<file path="src/rtl/haar_database_reader_if.sv">
`default_nettype none
// ============================================================================
// Module      : haar_database_reader_if
// Description : Request/ROM/stream bundle of the Haar classifier database
//               reader. master = reader side, slave = stage classifier and
//               ROM side.
// Revision    : 1.0 - initial release
// ============================================================================
interface haar_database_reader_if #(
  parameter int DATA_WIDTH_12 = 12,
  parameter int ADDR_WIDTH    = 12
);
  logic                     i_database_request;
  logic                     i_restart;
  logic [ADDR_WIDTH-1:0]    o_mem_addr;
  logic [DATA_WIDTH_12-1:0] i_mem_data;
  logic                     o_data_valid;
  logic [DATA_WIDTH_12-1:0] o_data;
  logic [DATA_WIDTH_12-1:0] o_index_database;
  logic [DATA_WIDTH_12-1:0] o_index_classifier;
  logic [DATA_WIDTH_12-1:0] o_index_tree;
  logic                     o_end_single_classifier;
  logic                     o_end_tree;
  logic                     o_end_all_classifier;
  logic                     o_end_database;
  logic                     o_threshold_valid;

  modport master (
    input  i_database_request, i_restart, i_mem_data,
    output o_mem_addr, o_data_valid, o_data,
           o_index_database, o_index_classifier, o_index_tree,
           o_end_single_classifier, o_end_tree, o_end_all_classifier,
           o_end_database, o_threshold_valid
  );

  modport slave (
    output i_database_request, i_restart, i_mem_data,
    input  o_mem_addr, o_data_valid, o_data,
           o_index_database, o_index_classifier, o_index_tree,
           o_end_single_classifier, o_end_tree, o_end_all_classifier,
           o_end_database, o_threshold_valid
  );
endinterface
`default_nettype wire

</file>
<file path="src/rtl/haar_database_reader.sv">
`default_nettype none
// ============================================================================
// Module      : haar_database_reader
// Description : Streams the Haar classifier database out of a synchronous ROM
//               (1-cycle latency), tree-major / classifier / parameter order,
//               tagging each word with its indices and end-of-group flags.
//               Optional macro HAAR_DB_THRESHOLD_EN appends one stage
//               threshold word after the last parameter.
// Revision    : 1.0 - initial release
// ============================================================================
module haar_database_reader #(
  parameter int DATA_WIDTH_12            = 12,
  parameter int NUM_TREE                 = 3,
  parameter int NUM_CLASSIFIER           = 2,
  parameter int NUM_PARAM_PER_CLASSIFIER = 18,
  parameter int ADDR_WIDTH               = 12
) (
  input wire clk_fpga,
  input wire reset_fpga,
  haar_database_reader_if.master bus
);

  localparam logic [DATA_WIDTH_12-1:0] LAST_PARAM = DATA_WIDTH_12'(NUM_PARAM_PER_CLASSIFIER - 1);
  localparam logic [DATA_WIDTH_12-1:0] LAST_CLS   = DATA_WIDTH_12'(NUM_CLASSIFIER - 1);
  localparam logic [DATA_WIDTH_12-1:0] LAST_TREE  = DATA_WIDTH_12'(NUM_TREE - 1);
  localparam logic [DATA_WIDTH_12-1:0] ONE_D      = DATA_WIDTH_12'(1);
  localparam logic [ADDR_WIDTH-1:0]    ONE_A      = ADDR_WIDTH'(1);

  typedef enum logic [1:0] {
    S_IDLE   = 2'd0,
    S_STREAM = 2'd1,
    S_THRESH = 2'd2,
    S_DONE   = 2'd3
  } state_t;

  state_t                   state_q, state_d;
  logic [DATA_WIDTH_12-1:0] param_q, param_d;
  logic [DATA_WIDTH_12-1:0] cls_q, cls_d;
  logic [DATA_WIDTH_12-1:0] tree_q, tree_d;
  // Linear address tracks the counters; it also naturally lands on the
  // threshold word right after the last parameter.
  logic [ADDR_WIDTH-1:0]    addr_q, addr_d;

  // Tags of the word currently in flight through the ROM.
  logic                     valid_q, valid_d;
  logic [DATA_WIDTH_12-1:0] idx_param_q, idx_param_d;
  logic [DATA_WIDTH_12-1:0] idx_cls_q, idx_cls_d;
  logic [DATA_WIDTH_12-1:0] idx_tree_q, idx_tree_d;
  logic                     end_sc_q, end_sc_d;
  logic                     end_tree_q, end_tree_d;
  logic                     end_all_q, end_all_d;
  logic                     end_db_q, end_db_d;
  logic                     thr_q, thr_d;

  logic w_issue, w_thresh, w_lp, w_lc, w_lt, w_last;

  // Next-state, counter and pipeline-tag logic.
  always_comb begin
    state_d     = state_q;
    param_d     = param_q;
    cls_d       = cls_q;
    tree_d      = tree_q;
    addr_d      = addr_q;

    w_issue  = (state_q != S_DONE) && bus.i_database_request && !bus.i_restart;
    w_thresh = (state_q == S_THRESH);
    w_lp     = (param_q == LAST_PARAM);
    w_lc     = (cls_q == LAST_CLS);
    w_lt     = (tree_q == LAST_TREE);
    w_last   = !w_thresh && w_lp && w_lc && w_lt;

    valid_d     = w_issue;
    idx_param_d = (w_issue && !w_thresh) ? param_q : '0;
    idx_cls_d   = (w_issue && !w_thresh) ? cls_q   : '0;
    idx_tree_d  = (w_issue && !w_thresh) ? tree_q  : '0;
    end_sc_d    = w_issue && !w_thresh && w_lp;
    end_tree_d  = w_issue && !w_thresh && w_lp && w_lc;
    end_all_d   = w_issue && w_last;
`ifdef HAAR_DB_THRESHOLD_EN
    end_db_d    = w_issue && w_thresh;
    thr_d       = w_issue && w_thresh;
`else
    end_db_d    = w_issue && w_last;
    thr_d       = 1'b0;
`endif

    if (bus.i_restart) begin
      state_d = S_IDLE;
      param_d = '0;
      cls_d   = '0;
      tree_d  = '0;
      addr_d  = '0;
    end else if (w_issue) begin
      addr_d = addr_q + ONE_A;
      if (w_thresh) begin
        state_d = S_DONE;
      end else if (w_last) begin
        param_d = '0;
        cls_d   = '0;
        tree_d  = '0;
`ifdef HAAR_DB_THRESHOLD_EN
        state_d = S_THRESH;
`else
        state_d = S_DONE;
`endif
      end else begin
        state_d = S_STREAM;
        if (w_lp) begin
          param_d = '0;
          if (w_lc) begin
            cls_d  = '0;
            tree_d = tree_q + ONE_D;
          end else begin
            cls_d = cls_q + ONE_D;
          end
        end else begin
          param_d = param_q + ONE_D;
        end
      end
    end
  end

  // State, counters and in-flight tags; reset discards any in-flight word.
  always_ff @(posedge clk_fpga or posedge reset_fpga) begin
    if (reset_fpga) begin
      state_q     <= S_IDLE;
      param_q     <= '0;
      cls_q       <= '0;
      tree_q      <= '0;
      addr_q      <= '0;
      valid_q     <= 1'b0;
      idx_param_q <= '0;
      idx_cls_q   <= '0;
      idx_tree_q  <= '0;
      end_sc_q    <= 1'b0;
      end_tree_q  <= 1'b0;
      end_all_q   <= 1'b0;
      end_db_q    <= 1'b0;
      thr_q       <= 1'b0;
    end else begin
      state_q     <= state_d;
      param_q     <= param_d;
      cls_q       <= cls_d;
      tree_q      <= tree_d;
      addr_q      <= addr_d;
      valid_q     <= valid_d;
      idx_param_q <= idx_param_d;
      idx_cls_q   <= idx_cls_d;
      idx_tree_q  <= idx_tree_d;
      end_sc_q    <= end_sc_d;
      end_tree_q  <= end_tree_d;
      end_all_q   <= end_all_d;
      end_db_q    <= end_db_d;
      thr_q       <= thr_d;
    end
  end

  assign bus.o_mem_addr              = addr_q;
  assign bus.o_data_valid            = valid_q;
  assign bus.o_data                  = valid_q ? bus.i_mem_data : '0;
  assign bus.o_index_database        = idx_param_q;
  assign bus.o_index_classifier      = idx_cls_q;
  assign bus.o_index_tree            = idx_tree_q;
  assign bus.o_end_single_classifier = end_sc_q;
  assign bus.o_end_tree              = end_tree_q;
  assign bus.o_end_all_classifier    = end_all_q;
  assign bus.o_end_database          = end_db_q;
  assign bus.o_threshold_valid       = thr_q;

endmodule
`default_nettype wire

</file>
<file path="src/flat_wrapper.sv">
// flat-port wrapper written by rule: the top's interface ports become plain ports
module haar_database_reader_flat 
#(
  parameter int DATA_WIDTH_12            = 12,
  parameter int NUM_TREE                 = 3,
  parameter int NUM_CLASSIFIER           = 2,
  parameter int NUM_PARAM_PER_CLASSIFIER = 18,
  parameter int ADDR_WIDTH               = 12
)
  (clk_fpga, reset_fpga, bus_i_database_request, bus_i_restart, bus_i_mem_data, bus_o_mem_addr, bus_o_data_valid, bus_o_data, bus_o_index_database, bus_o_index_classifier, bus_o_index_tree, bus_o_end_single_classifier, bus_o_end_tree, bus_o_end_all_classifier, bus_o_end_database, bus_o_threshold_valid);
  haar_database_reader_if #(.DATA_WIDTH_12(DATA_WIDTH_12), .ADDR_WIDTH(ADDR_WIDTH)) bus_i ();
  input wire clk_fpga;
  input wire reset_fpga;
  input wire logic [$bits(bus_i.i_database_request)-1:0] bus_i_database_request;
  input wire logic [$bits(bus_i.i_restart)-1:0] bus_i_restart;
  input wire logic [$bits(bus_i.i_mem_data)-1:0] bus_i_mem_data;
  output wire logic [$bits(bus_i.o_mem_addr)-1:0] bus_o_mem_addr;
  output wire logic [$bits(bus_i.o_data_valid)-1:0] bus_o_data_valid;
  output wire logic [$bits(bus_i.o_data)-1:0] bus_o_data;
  output wire logic [$bits(bus_i.o_index_database)-1:0] bus_o_index_database;
  output wire logic [$bits(bus_i.o_index_classifier)-1:0] bus_o_index_classifier;
  output wire logic [$bits(bus_i.o_index_tree)-1:0] bus_o_index_tree;
  output wire logic [$bits(bus_i.o_end_single_classifier)-1:0] bus_o_end_single_classifier;
  output wire logic [$bits(bus_i.o_end_tree)-1:0] bus_o_end_tree;
  output wire logic [$bits(bus_i.o_end_all_classifier)-1:0] bus_o_end_all_classifier;
  output wire logic [$bits(bus_i.o_end_database)-1:0] bus_o_end_database;
  output wire logic [$bits(bus_i.o_threshold_valid)-1:0] bus_o_threshold_valid;
  assign bus_i.i_database_request = bus_i_database_request;
  assign bus_i.i_restart = bus_i_restart;
  assign bus_i.i_mem_data = bus_i_mem_data;
  assign bus_o_mem_addr = bus_i.o_mem_addr;
  assign bus_o_data_valid = bus_i.o_data_valid;
  assign bus_o_data = bus_i.o_data;
  assign bus_o_index_database = bus_i.o_index_database;
  assign bus_o_index_classifier = bus_i.o_index_classifier;
  assign bus_o_index_tree = bus_i.o_index_tree;
  assign bus_o_end_single_classifier = bus_i.o_end_single_classifier;
  assign bus_o_end_tree = bus_i.o_end_tree;
  assign bus_o_end_all_classifier = bus_i.o_end_all_classifier;
  assign bus_o_end_database = bus_i.o_end_database;
  assign bus_o_threshold_valid = bus_i.o_threshold_valid;
  haar_database_reader #(.DATA_WIDTH_12(DATA_WIDTH_12), .NUM_TREE(NUM_TREE), .NUM_CLASSIFIER(NUM_CLASSIFIER), .NUM_PARAM_PER_CLASSIFIER(NUM_PARAM_PER_CLASSIFIER), .ADDR_WIDTH(ADDR_WIDTH)) u_core (.clk_fpga(clk_fpga), .reset_fpga(reset_fpga), .bus(bus_i));
endmodule
</file>
<file path="config.mk">
export PLATFORM = sky130hd
export DESIGN_NAME = haar_database_reader_flat
export DESIGN_NICKNAME = d
export VERILOG_FILES = /design/src/rtl/haar_database_reader_if.sv /design/src/rtl/haar_database_reader.sv /design/src/flat_wrapper.sv
export SDC_FILE = /design/constraint.sdc
export NUM_CORES = 1
export LEC_CHECK = 0
export CAP_MARGIN = 20
export CORE_UTILIZATION = 47
export DETAILED_ROUTE_END_ITERATION = 10
export PLACE_DENSITY = 0.76
export SETUP_SLACK_MARGIN = 0.02
export SLEW_MARGIN = 20
export SYNTH_ARGS = -nofsm -noshare
export SYNTH_HDL_FRONTEND = slang
export SYNTH_SLANG_ARGS = --single-unit
</file>
<file path="constraint.sdc">
create_clock -name clk_fpga -period 3.1 [get_ports clk_fpga]
set_clock_uncertainty 0.2 [all_clocks]
set_input_delay 0.62 -clock clk_fpga [delete_from_list [all_inputs] [get_ports clk_fpga]]
set_output_delay 0.62 -clock clk_fpga [all_outputs]
set_load 0.005 [all_outputs]
</file>
==> run summary <==
Outcome = finished, final reports clean
CP Class = in2out
H-Tree Level Count = 3
Number of remaining DRC errors = 0
Leak = 2.315 nW
Global-route wire length before repair = 16.28 mm
Ant. Diodes = 0
Sw frac = 23.75%
Starting Density = 48.55%
Utilization after layout = 62.18%
Total GRT Usage = 21.30%
Skew-Pair Late Insertion Delay = 0.37 ns
Commonest non-fill, non-tap cell in the layout = dfrtp_1
Pre-CTS setup slack = 0.1681 ns
FF-to-FF setup slack = 0.70 ns
FF+latch count, synth = 90
Gpl congestion = 0.8844
Final setup violation count = 0
Critical path data required time = 2.28 ns
Slowest CP cell = clkdlybuf4s50_1
Layout cells sized above 1 = 10.16%
Sw power = 534.7 uW
IO Port Bufs = 80
Slew margin rel. = 59.24%
Largest net degree at the start of global routing = 91
Reg2Reg Depth = 7
Synthesized area = 0.004234 mm2
Area delta synth->final = 28.07%
Critical Path AT = 1.73 ns
CTS tree = built
Cell-internal power = 1.717 mW
Post_cts resized = 0
Clock power frac = 38.8%
Startpoint Class = input pin
DP HPWL = 6.514 mm
FMAX = 391.9 MHz
Mapped Nets = 425
Fillcell total = 725
Synth area leaders = dfrtp_1 (53%), and2_1 (6.6%), nor2_1 (2.8%), o31ai_1 (2.7%), or4_1 (2.7%)
Crit path time final = 2.552 ns
Most frequent cells in the layout = dfrtp_1 (90), clkdlybuf4s50_1 (80), and2_1 (45)
IO Pins = 82
Setup ws final = 0.5484 ns
Combinational power share = 7.7%
Remaining global-route overflow = 0
Die Width = 96.92 um
Pwr dens = 415.3 mW/mm2
RSZ-0062 raised after global routing = false
Post-synth ARST share = 100.0%
Post-CTS Setup Repair Bufs = 0
Worst setup path endpoint = bus_o_data[8]
Dominant synthesized flop cell = dfrtp_1
Routed via count = 3379
Crit end category = output port
Area of the die = 0.009393 mm2
Syn Inst Count = 402
Inserted Clock Buffers = 9
Iteration-0 DRC Markers = 134
Final TNS setup = 0 ns
Crit. Startpoint = bus_i_mem_data[8]
Netlist cell types = 52
Post-route clock period utilization = 82.31%
Hold Fails Final Rpt = 0
Synth top area share = 53.19%
Clock tree buffer depth = 2
Die H = 96.92 um
Max Cap Viol = 0
EDFF count, synth = 0
Hold Buf Count CTS = 0
Peak VDD IR = 0.2403 mV
CTS root buf = clkbuf_8
Vias in the first global route = 3367
Sequential area share after synthesis = 53.19%
Slowest stage delay, CP = 0.49 ns
Clock transition at path regs = 0.09 ns
CP max FO = 1
Hold crit path type = reg2reg
Slew Limit Fails = 0
Row count = 34
CP dominant cell by count = clkdlybuf4s50_1
Initial antenna violation count = 0
Buf+Inv Stages, Crit Path = 2
Core box area = 0.008721 mm2
Ys Warns = 0
CP Cell Sequence = clkdlybuf4s50_1 > and2_1 > clkdlybuf4s50_1
Final WL = 9.411 mm
Routed Antenna Nets = 0
Drt wl/cell = 15.69 um
Worst-margin pin slew = 0.6095 ns
Vias per inst = 5.632
Register share of total power = 53.5%
Top cell family by delay on the critical path = buffers and inverters
Yosys top cell by area = dfrtp_1
RR Endpoint = u_core.tree_q[6]
First drt pass iteration count = 4
Design Power = 2.252 mW
Fin nets = 510
Mapped Avg Cell Area = 10.53 um2
Critical R2R Launch = u_core.cls_q[1]
Critical path depth = 3
Clock sinks = 90
[synth_stat cells (all sizes together), types with 2 or more instances]
library cell and count:
nor3b 4, nor2 32, o31ai 15, nand3 14, a21oi 16, nand2 20
nor4 8, a22o 5, dfrtp 90, a311oi 2, or2 4, inv 16
or3 8, ha 7, and2 45, and4 3, nor3 2, a21o 4
xor2 6, nand4 7, clkbuf 13, xnor2 5, o22ai 2, buf 8
o21ai 13, a22oi 11, or4 17, o2111ai 3, and3 3, nand2b 2
o211ai 2, o2bb2ai 2
[cells by family (layout without fill, tap and decap cells)]
family	after synthesis	count (layout)	synth area share (%)
buffers and inverters	37	127	3.782
XOR/XNOR	11	11	2.275
multiplexers	1	1	0.2364
adder cells (fa/ha/maj)	7	7	2.068
other	1	1	0.08857
flip-flops	90	90	53.19
AND/OR/NAND/NOR	173	173	24.44
AO/OA/AOI/OAI	82	82	13.92
[worst min path at each step]
stage                          start               end  cells past startpoint
floorplan           u_core.cls_q[11]  u_core.cls_q[11]                      1
global placement    u_core.cls_q[11]  u_core.cls_q[11]                      1
detailed placement  u_core.cls_q[11]  u_core.cls_q[11]                      1
CTS                 u_core.cls_q[11]  u_core.cls_q[11]                      1
global route        u_core.cls_q[11]  u_core.cls_q[11]                      1
finish              u_core.cls_q[11]  u_core.cls_q[11]                      1
[power groups by stage]
stage                     clock network [mW]  logic [mW]  registers, mW
after floorplan                            0      0.0967           1.22
after global placement                     0       0.171           1.23
after detailed placement                   0       0.176           1.23
after CTS                              0.890       0.178           1.20
after global routing                   0.941       0.194           1.21
final                                  0.873       0.174           1.20
[flip-flops by register name (all words and copies together) (netlist names)]
name and count:
u_core.bus.o_index_classifier 12, u_core.bus.o_index_database 12, u_core.bus.o_index_tree 12, u_core.bus.o_mem_addr 12, u_core.cls_q 12, u_core.param_q 12, u_core.tree_q 12, u_core.state_q 2
u_core.bus.o_data_valid 1, u_core.bus.o_end_all_classifier 1, u_core.bus.o_end_single_classifier 1, u_core.bus.o_end_tree 1
[area by class of cell]
cell class / instances / area, um2 / share of cell area [%]
clock inverter: 7 / 93.84 / 1.731
inverter: 16 / 63.81 / 1.177
sequential: 90 / 2252 / 41.53
clock buffer: 9 / 123.9 / 2.284
tap: 108 / 135.1 / 2.492
multi-input combinational: 275 / 1828 / 33.71
timing repair buffer: 95 / 925.9 / 17.07
[layer usage]
layer  global-route usage (%)  up-vias  routed length (um)
met5                        0        -                   0
met4                    7.348        0                 150
met3                    4.408       14                 540
met2                    36.84      114                4827
met1                    26.45     1643                3892
li1                         -     1608                   -
[through the flow]
step                hold WS, ns  instances  instance area, um2
CTS                      0.3344        600                5423
global route             0.3474        600                5423
global placement         0.3168        584                5205
floorplan                0.2830        402                4238
finish                   0.3315        600                5423
detailed placement       0.3165        584                5205
Power figures use the tool's default switching activity.
